### config.mk
export PLATFORM = sky130hd
export DESIGN_NAME = ps2_key_sequencer
export DESIGN_NICKNAME = d
export VERILOG_FILES = /design/src/rtl/ps2_key_sequencer.sv
export SDC_FILE = /design/constraint.sdc
export NUM_CORES = 1
export LEC_CHECK = 0
export CAP_MARGIN = 30
export CORE_UTILIZATION = 35
export DETAILED_ROUTE_END_ITERATION = 16
export PLACE_DENSITY_LB_ADDON = 0.3
export SYNTH_ARGS = -nofsm -noshare
export SYNTH_HDL_FRONTEND = slang
export SYNTH_SLANG_ARGS = --single-unit
### constraint.sdc
create_clock -name clk -period 4.5 [get_ports clk]
set_input_delay 1.125 -clock clk [delete_from_list [all_inputs] [get_ports clk]]
set_output_delay 1.125 -clock clk [all_outputs]
set_load 0.005 [all_outputs]
### src/rtl/ps2_key_sequencer.sv
// Drains the PS/2 receive FIFO and turns scan-code set 2 byte sequences into
// single key events, with held-key tracking, typematic repeat handling and a press counter.
module ps2_key_sequencer #(
  parameter int unsigned SUPPRESS_REPEAT = 1,
  parameter int unsigned COUNT_W         = 8
) (
  input  logic               clk,
  input  logic               rst_n,
  input  logic [7:0]         kbd_data,
  input  logic               kbd_ready,
  input  logic               kbd_overflow,
  output logic               kbd_next_n,
  output logic               ev_valid,
  input  logic               ev_ready,
  output logic [7:0]         ev_code,
  output logic               ev_ext,
  output logic               ev_break,
  output logic               ev_repeat,
  output logic               held_valid,
  output logic [7:0]         held_code,
  output logic [COUNT_W-1:0] press_count,
  output logic               err,
  input  logic               err_clr
);

  typedef enum logic [2:0] {
    S_IDLE,
    S_EXT,
    S_BRK,
    S_EXT_BRK,
    S_PAUSE,
    S_EMIT
  } state_e;

  state_e               state_q, state_d;
  logic                 next_n_q, next_n_d;
  logic                 ev_valid_q, ev_valid_d;
  logic [7:0]           ev_code_q, ev_code_d;
  logic                 ev_ext_q, ev_ext_d;
  logic                 ev_break_q, ev_break_d;
  logic                 ev_repeat_q, ev_repeat_d;
  logic                 held_valid_q, held_valid_d;
  logic [7:0]           held_code_q, held_code_d;
  logic                 held_ext_q, held_ext_d;
  logic [COUNT_W-1:0]   count_q, count_d;
  logic [2:0]           skip_q, skip_d;
  logic                 err_q, err_d;

  logic                 consume;
  logic                 set_err;
  logic                 do_make;
  logic                 do_brk;
  logic                 emit;
  logic                 emit_rpt;
  logic                 is_held;
  logic [7:0]           b_code;
  logic                 b_ext;

  assign consume = kbd_ready & ~next_n_q;

  always_comb begin
    state_d      = state_q;
    next_n_d     = 1'b1;
    ev_valid_d   = ev_valid_q;
    ev_code_d    = ev_code_q;
    ev_ext_d     = ev_ext_q;
    ev_break_d   = ev_break_q;
    ev_repeat_d  = ev_repeat_q;
    held_valid_d = held_valid_q;
    held_code_d  = held_code_q;
    held_ext_d   = held_ext_q;
    count_d      = count_q;
    skip_d       = skip_q;
    err_d        = err_q;
    set_err      = 1'b0;
    do_make      = 1'b0;
    do_brk       = 1'b0;
    emit         = 1'b0;
    emit_rpt     = 1'b0;
    b_code       = kbd_data;
    b_ext        = 1'b0;

    if (err_clr) begin
      err_d = 1'b0;
    end

    // A pending event completes first; overflow is only looked at outside EMIT.
    if (state_q == S_EMIT) begin
      if (ev_ready) begin
        ev_valid_d = 1'b0;
        state_d    = S_IDLE;
      end
    end else if (kbd_overflow) begin
      state_d      = S_IDLE;
      held_valid_d = 1'b0;
      skip_d       = '0;
      set_err      = 1'b1;
    end else begin
      next_n_d = ~(kbd_ready & next_n_q);
      if (consume) begin
        unique case (state_q)
          S_IDLE: begin
            case (kbd_data)
              8'hE0:                      state_d = S_EXT;
              8'hF0:                      state_d = S_BRK;
              8'hE1: begin
                state_d = S_PAUSE;
                skip_d  = 3'd7;
              end
              8'hFA, 8'hAA, 8'hEE, 8'hFE: state_d = S_IDLE;
              8'h00, 8'hFF:               set_err = 1'b1;
              default:                    do_make = 1'b1;
            endcase
          end
          S_EXT: begin
            case (kbd_data)
              8'hF0:   state_d = S_EXT_BRK;
              8'hE0:   state_d = S_EXT;
              default: begin
                do_make = 1'b1;
                b_ext   = 1'b1;
              end
            endcase
          end
          S_BRK, S_EXT_BRK: begin
            if (kbd_data == 8'hF0 || kbd_data == 8'hE0) begin
              set_err = 1'b1;
              state_d = S_IDLE;
            end else begin
              do_brk = 1'b1;
              b_ext  = (state_q == S_EXT_BRK);
            end
          end
          S_PAUSE: begin
            skip_d = skip_q - 3'd1;
            if (skip_q <= 3'd1) begin
              skip_d  = '0;
              do_make = 1'b1;
              b_code  = 8'hE1;
              b_ext   = 1'b1;
            end
          end
          default: state_d = S_IDLE;
        endcase
      end
    end

    is_held = held_valid_q && (held_code_q == b_code) && (held_ext_q == b_ext);

    if (do_make) begin
      if (is_held) begin
        if (SUPPRESS_REPEAT != 0) begin
          state_d = S_IDLE;
        end else begin
          emit     = 1'b1;
          emit_rpt = 1'b1;
        end
      end else begin
        held_valid_d = 1'b1;
        held_code_d  = b_code;
        held_ext_d   = b_ext;
        count_d      = count_q + COUNT_W'(1);
        emit         = 1'b1;
      end
    end

    if (do_brk) begin
      if (is_held) begin
        held_valid_d = 1'b0;
      end
      emit = 1'b1;
    end

    if (emit) begin
      ev_valid_d  = 1'b1;
      ev_code_d   = b_code;
      ev_ext_d    = b_ext;
      ev_break_d  = do_brk;
      ev_repeat_d = emit_rpt;
      state_d     = S_EMIT;
    end

    if (set_err) begin
      err_d = 1'b1;
    end
  end

  always_ff @(posedge clk or negedge rst_n) begin
    if (!rst_n) begin
      state_q      <= S_IDLE;
      next_n_q     <= 1'b1;
      ev_valid_q   <= 1'b0;
      ev_code_q    <= '0;
      ev_ext_q     <= 1'b0;
      ev_break_q   <= 1'b0;
      ev_repeat_q  <= 1'b0;
      held_valid_q <= 1'b0;
      held_code_q  <= '0;
      held_ext_q   <= 1'b0;
      count_q      <= '0;
      skip_q       <= '0;
      err_q        <= 1'b0;
    end else begin
      state_q      <= state_d;
      next_n_q     <= next_n_d;
      ev_valid_q   <= ev_valid_d;
      ev_code_q    <= ev_code_d;
      ev_ext_q     <= ev_ext_d;
      ev_break_q   <= ev_break_d;
      ev_repeat_q  <= ev_repeat_d;
      held_valid_q <= held_valid_d;
      held_code_q  <= held_code_d;
      held_ext_q   <= held_ext_d;
      count_q      <= count_d;
      skip_q       <= skip_d;
      err_q        <= err_d;
    end
  end

  assign kbd_next_n  = next_n_q;
  assign ev_valid    = ev_valid_q;
  assign ev_code     = ev_code_q;
  assign ev_ext      = ev_ext_q;
  assign ev_break    = ev_break_q;
  assign ev_repeat   = ev_repeat_q;
  assign held_valid  = held_valid_q;
  assign held_code   = held_code_q;
  assign press_count = count_q;
  assign err         = err_q;

endmodule
# Word level (Yosys, flattened, before mapping)
# Cells that the tools add are included.
# totals
ff_bits	37
in_bits	14
output_inout_bits	31
# op_classes
addsub	2
order_cmp	1
eq_ne	16
mux	60
bitwise	6
n_reduce_logical	18
# ops
op	count
$eq 8x8->1 const B	8
$mux 8	5
$mux 1	36
$mux 3	12
$pmux 3 s4	2
$pmux 3 s2	2
$reduce_or 9->1	1
$add 8x1->8 const B	1
$eq 8x8->1	1
$logic_not 8->1	1
$reduce_bool 2->1	4
$eq 3x2->1 const B	2
$eq 3x3->1 const B	2
$pmux 1 s3	2
$reduce_or 2->1	3
$not 1->1	4
$reduce_and 2->1	2
$reduce_and 4->1	1
$reduce_or 4->1	1
$eq 3x1->1 const B	1
$le 3x1->1 const B	1
$logic_not 3->1	1
$ne 3x3->1 const B	1
$reduce_bool 3->1	1
other kinds (6)	8

# Depth between registers and ports, before layout
# Gate-level depths: netlist of the first run.
# depth
depth_word	14
depth_mapped	11
mapped_depth_nobuf	7

# Least setup slack after synthesis of the first run
# OpenSTA, ideal clock, no wires.
# synth_path
path_kind	input to register
start	input kbd_overflow
end	register ev_code_q[0], in the netlist ev_code[0]
setup_time_ns	0.125
arrival_ns	3.304
required_time_ns	4.375
path_slack_ns	1.071
cell_stages	10
cell_sequence	or3b_1 buf_4 or3_1 buf_2 a31oi_2 a311oi_2 a31oi_4 or2_1 buf_6 mux2_4
# synth_via
elab_chain_cells	8
# synth_rtl
item	line	rtl
start, declared	11	input logic kbd_overflow,
$mux 8	93	end else if (kbd_overflow) begin
$mux 8	88	if (state_q == S_EMIT) begin
$eq 8x8->1	148	is_held = held_valid_q && (held_code_q == b_code) && (held_ext_q == b_ext);
$logic_and 1x1->1 (2 in series)	148	
$mux 1	151	if (is_held) begin
$mux 1	150	if (do_make) begin
$mux 1	167	if (do_brk) begin
end signal, assigned	207	ev_code_q <= ev_code_d;
end, declared	38	logic [7:0] ev_code_q, ev_code_d;
# Parallel ways exist; a longest one is shown, timed or not.
# A chain may end at the register's enable or synchronous reset.

# Worst setup path after layout of the first run
# layout_path
start	input kbd_ready
end	register ev_code_q[0], in the netlist ev_code[0]
# layout_via
elab_chain_cells	10
# layout_rtl
item	line	rtl
start, declared	10	input logic kbd_ready,
$and 1x1->1 (*)	59	assign consume = kbd_ready & ~next_n_q;
$mux 8	100	if (consume) begin
$mux 8	93	
$mux 8	88	
$eq 8x8->1	148	
$logic_and 1x1->1 (2 in series)	148	
$mux 1	151	
$mux 1	150	
$mux 1	167	
# Every way passes the cells marked *; elsewhere a longest branch is shown, timed or not.

==> results of run 1 <==
==> power by group through the flow <==
stage | combinational (uW) | clock (uW) | sequential (uW)
finish | 514 | 240 | 567
global route | 564 | 265 | 585
CTS | 520 | 244 | 565
detailed placement | 517 | 0 | 569
global placement | 511 | 0 | 572
floorplan | 271 | 0 | 544
==> worst register-to-register path: stages (launching register included) <==
cell      delay [ns]
dfrtp_1         0.58
or4b_4          0.56
or3_1           0.56
a31oi_2         0.27
a311oi_2        0.15
a31oi_4         0.20
or2_1           0.52
mux2_4          0.36
==> through the flow <==
stage | hold WS (ns) | cell area, sq um
floorplan | 0.4498 | 2167
global placement | 0.4650 | 2651
detailed placement | 0.4647 | 2651
CTS | 0.4845 | 2741
global route | 0.4951 | 2741
finish | 0.4796 | 2741
==> layer usage <==
| layer | wire (microns) | up-vias | track usage [%] |
|---|---|---|---|
| li1 | - | 876 | - |
| met1 | 2540 | 863 | 23.28 |
| met2 | 2202 | 44 | 25.85 |
| met3 | 223 | 7 | 3.864 |
| met4 | 70 | 0 | 7.321 |
| met5 | 0 | - | 0 |
==> synth_stat cells, types with 5 or more instances <==
cell,instances
a31oi_1,6
nand2_1,16
nor3_1,5
dfrtp_1,36
mux2_4,8
xnor2_1,8
and3_1,5
a21oi_1,7
nor2_1,14
inv_1,14
clkbuf_1,8
nand4_1,9
o21ai_0,16
and2_1,5
==> how the worst min path moves through the flow <==
stage | endpoint | start | depth (start not counted) | slack [ns]
5_1_grt | kbd_next_n | kbd_next_n | 1 | 0.50
4_1_cts | press_count[7] | press_count[7] | 1 | 0.48
6_report | press_count[7] | press_count[7] | 1 | 0.48
3_3_place_gp | press_count[7] | press_count[7] | 1 | 0.46
3_5_place_dp | press_count[7] | press_count[7] | 1 | 0.46
2_1_floorplan | skip_q[0] | skip_q[0] | 2 | 0.45
==> area by class of cell <==
cell class / instances / area (sq um)
Tap cell: 75 / 93.84
Sequential cell: 37 / 927.1
Timing Repair Buffer: 49 / 470.5
Clock inverter: 3 / 21.27
Clock buffer: 5 / 68.82
Multi-Input combinational cell: 156 / 1107
Inverter: 14 / 52.55
Fill cell: 590 / 3214
==> kinds of logic after synthesis <==
| logic type | after synthesis |
|---|---|
| muxes | 12 |
| AOI/OAI and AO/OA | 50 |
| xor gates and xnor gates | 12 |
| and+or+nand+nor | 79 |
| adders and majority gates | 2 |
| buffers and inverters | 28 |
| DFF | 37 |
| other | 1 |
==> flip-flops by register name, indices dropped and copies added (netlist names), 3 cells and up <==
name / flops
skip_q: 3
held_code: 8
press_count: 8
ev_code: 8
state_q: 3
==> cell usage in the layout, fill, tap and decap left out, drive strengths merged, types with 3 or more instances in the layout <==
master	count
a21oi	7
a31oi	8
and2	5
and3	5
buf	7
clkbuf	5
clkdlybuf4s50	42
dfrtp	36
inv	15
mux2	11
nand2	16
nand2b	4
nand3	3
nand4	9
nor2	14
nor3	6
nor4	3
o21ai	17
o31ai	3
xnor2	8
xor2	4
==> out/metrics.csv, run 1 <==
metric;value;unit
fin_crit;3.955;ns
drt-total-wl;5036;microns
power;1320;uW
dieArea;6510;sq um
max_stage_delay;0.59;ns
synth_seq_cells;37;
path_class;primary input to register;
synth.area.mux_share;7.564;%
synth_flop_cell;dfrtp_1;
clock-skew-final;0.005969;ns
postSynthAreaPerCell;9.806;sq um
timing.fmax;0.2528;GHz
path_depth;8;
diodes;0;
clk_pin_slew;0.08;ns
gr-usage-all-layers;17.12;%
dr.pass1.iters;4;
syn_inst;221;
rr_endpoint;ev_code[0];
synth_area_leaders;dfrtp_1 (42%), mux2_4 (5.5%), o21ai_0 (3.7%), xnor2_1 (3.2%), nand2_1 (2.8%);
timing.final.crit_share;87.89;%
post-route-util;46.03;%
placed_cells_incl_taps;331;
holdCritPathClass;register to register;
synth_top_family_by_area;simple AND/OR/NAND/NOR gates;
synth-xor-area-share;4.850;%
power_frac_clock;18.2;%
drive_gt1_share;14.02;%
grt_pass1_vias;1709;
setup_viol;0;
synth_edf_count;0;
crit_path_end;ev_code[0];
wl_per_cell;14.86;microns
core-area;5956;sq um
fp.dieW;80.69;microns
antenna_found_initial;0;
powerDensity;481.7;nW/um^2
path_cells;clkdlybuf4s50_1 > or3b_1 > or3_1 > a31oi_2 > a311oi_2 > a31oi_4 > or2_1 > mux2_4;
cts-root-buf;clkbuf_8;
globalplace.congestion;0.8583;
critPathLaunch;kbd_ready;
synth_area;2167;sq um
p_int;878.6;uW
combinationalPowerShare;38.9;%
post-route-drc-count;0;
preCtsSetupSlack;0.2354;ns
synth_simple_gate_area_share;20.61;%
crit_buf_inv;1;
cpMaxStageDelayCell;or3_1;
postCtsSetupBuffers;0;
ys_warn_count;0;
cts_tree;built;
start_util;36.39;%
vias_per_cell;5.280;
clock_path_buffers;2;
dp_hpwl;3585;microns
final_nets;279;
status;completed;
async_reset_ff_share;100.0;%
num_rows;28;
area_growth_syn_to_layout;26.50;%
reg2reg_from;state_q[2];
clk-insertion-delay-late;0.30;ns
grt_max_degree;38;
grt-ovfl-total;0;
cap_violations;0;
rr_worst_depth;7;
grt_pass1_wl;8342;microns
vias;1790;
setup_tns;0;ns
seqPwrFrac;42.9;%
slew_headroom;44.72;%
clock-sinks;37;
synth-compound-area-share;16.74;%
start_kind;primary input;
ctsResizeCount;0;
cts_htree_levels;2;
numCtsBuffers;5;
ir_drop;0.2513;mV
syn_nets;237;
synth_cell_types;56;
cp-end-kind;register;
final_hold_viol_count;0;
drt_iter0_drc;69;
stdcell_count;339;
leakagePower;0.001113;uW
rsz0062_at_grt;no;
p_sw_share;33.46;%
ys_seq_area_share;42.78;%
worstPathMaxFanout;15;
required;4.68;ns
p_switching;441.8;uW
fin_ws;0.5450;ns
postRouteAntennaNets;0;
synth_fa_ha_area_share;1.155;%
final_max_slew_viol_count;0;
fp.dieH;80.69;microns
synth_top_area_share;41.57;%
crit_family;simple AND/OR/NAND/NOR gates;
r2r_slack;1.19;ns
ctsHoldBuffers;0;
worst_pin_slew;0.8292;ns
io-pin-count;45;
numPortBuffers;43;
cp.arrival;4.14;ns
yosysTopAreaCell;dfrtp_1;
Power figures use the tool's default switching activity.
==> run 2, diff against run 1 <==
--- a/config.mk
+++ b/config.mk
@@ -7,6 +7,7 @@
 export LEC_CHECK = 0
 export CAP_MARGIN = 30
 export CORE_UTILIZATION = 35
+export CTS_CLUSTER_SIZE = 8
 export DETAILED_ROUTE_END_ITERATION = 16
 export PLACE_DENSITY_LB_ADDON = 0.3
 export SYNTH_ARGS = -nofsm -noshare
==> constraint.sdc (replaced) <==
create_clock -name clk -period 4.5 [get_ports clk]
set_input_delay 1.125 -clock clk [delete_from_list [all_inputs] [get_ports clk]]
set_output_delay 1.125 -clock clk [all_outputs]
set_load 0.1 [all_outputs]
==> results of run 2 <==
The final DEF is identical to that of run 1. Status: completed.
Among the figures that moved: total power 1320 uW -> 2033 uW; worst IR drop on VDD 0.2513 mV -> 0.5042 mV
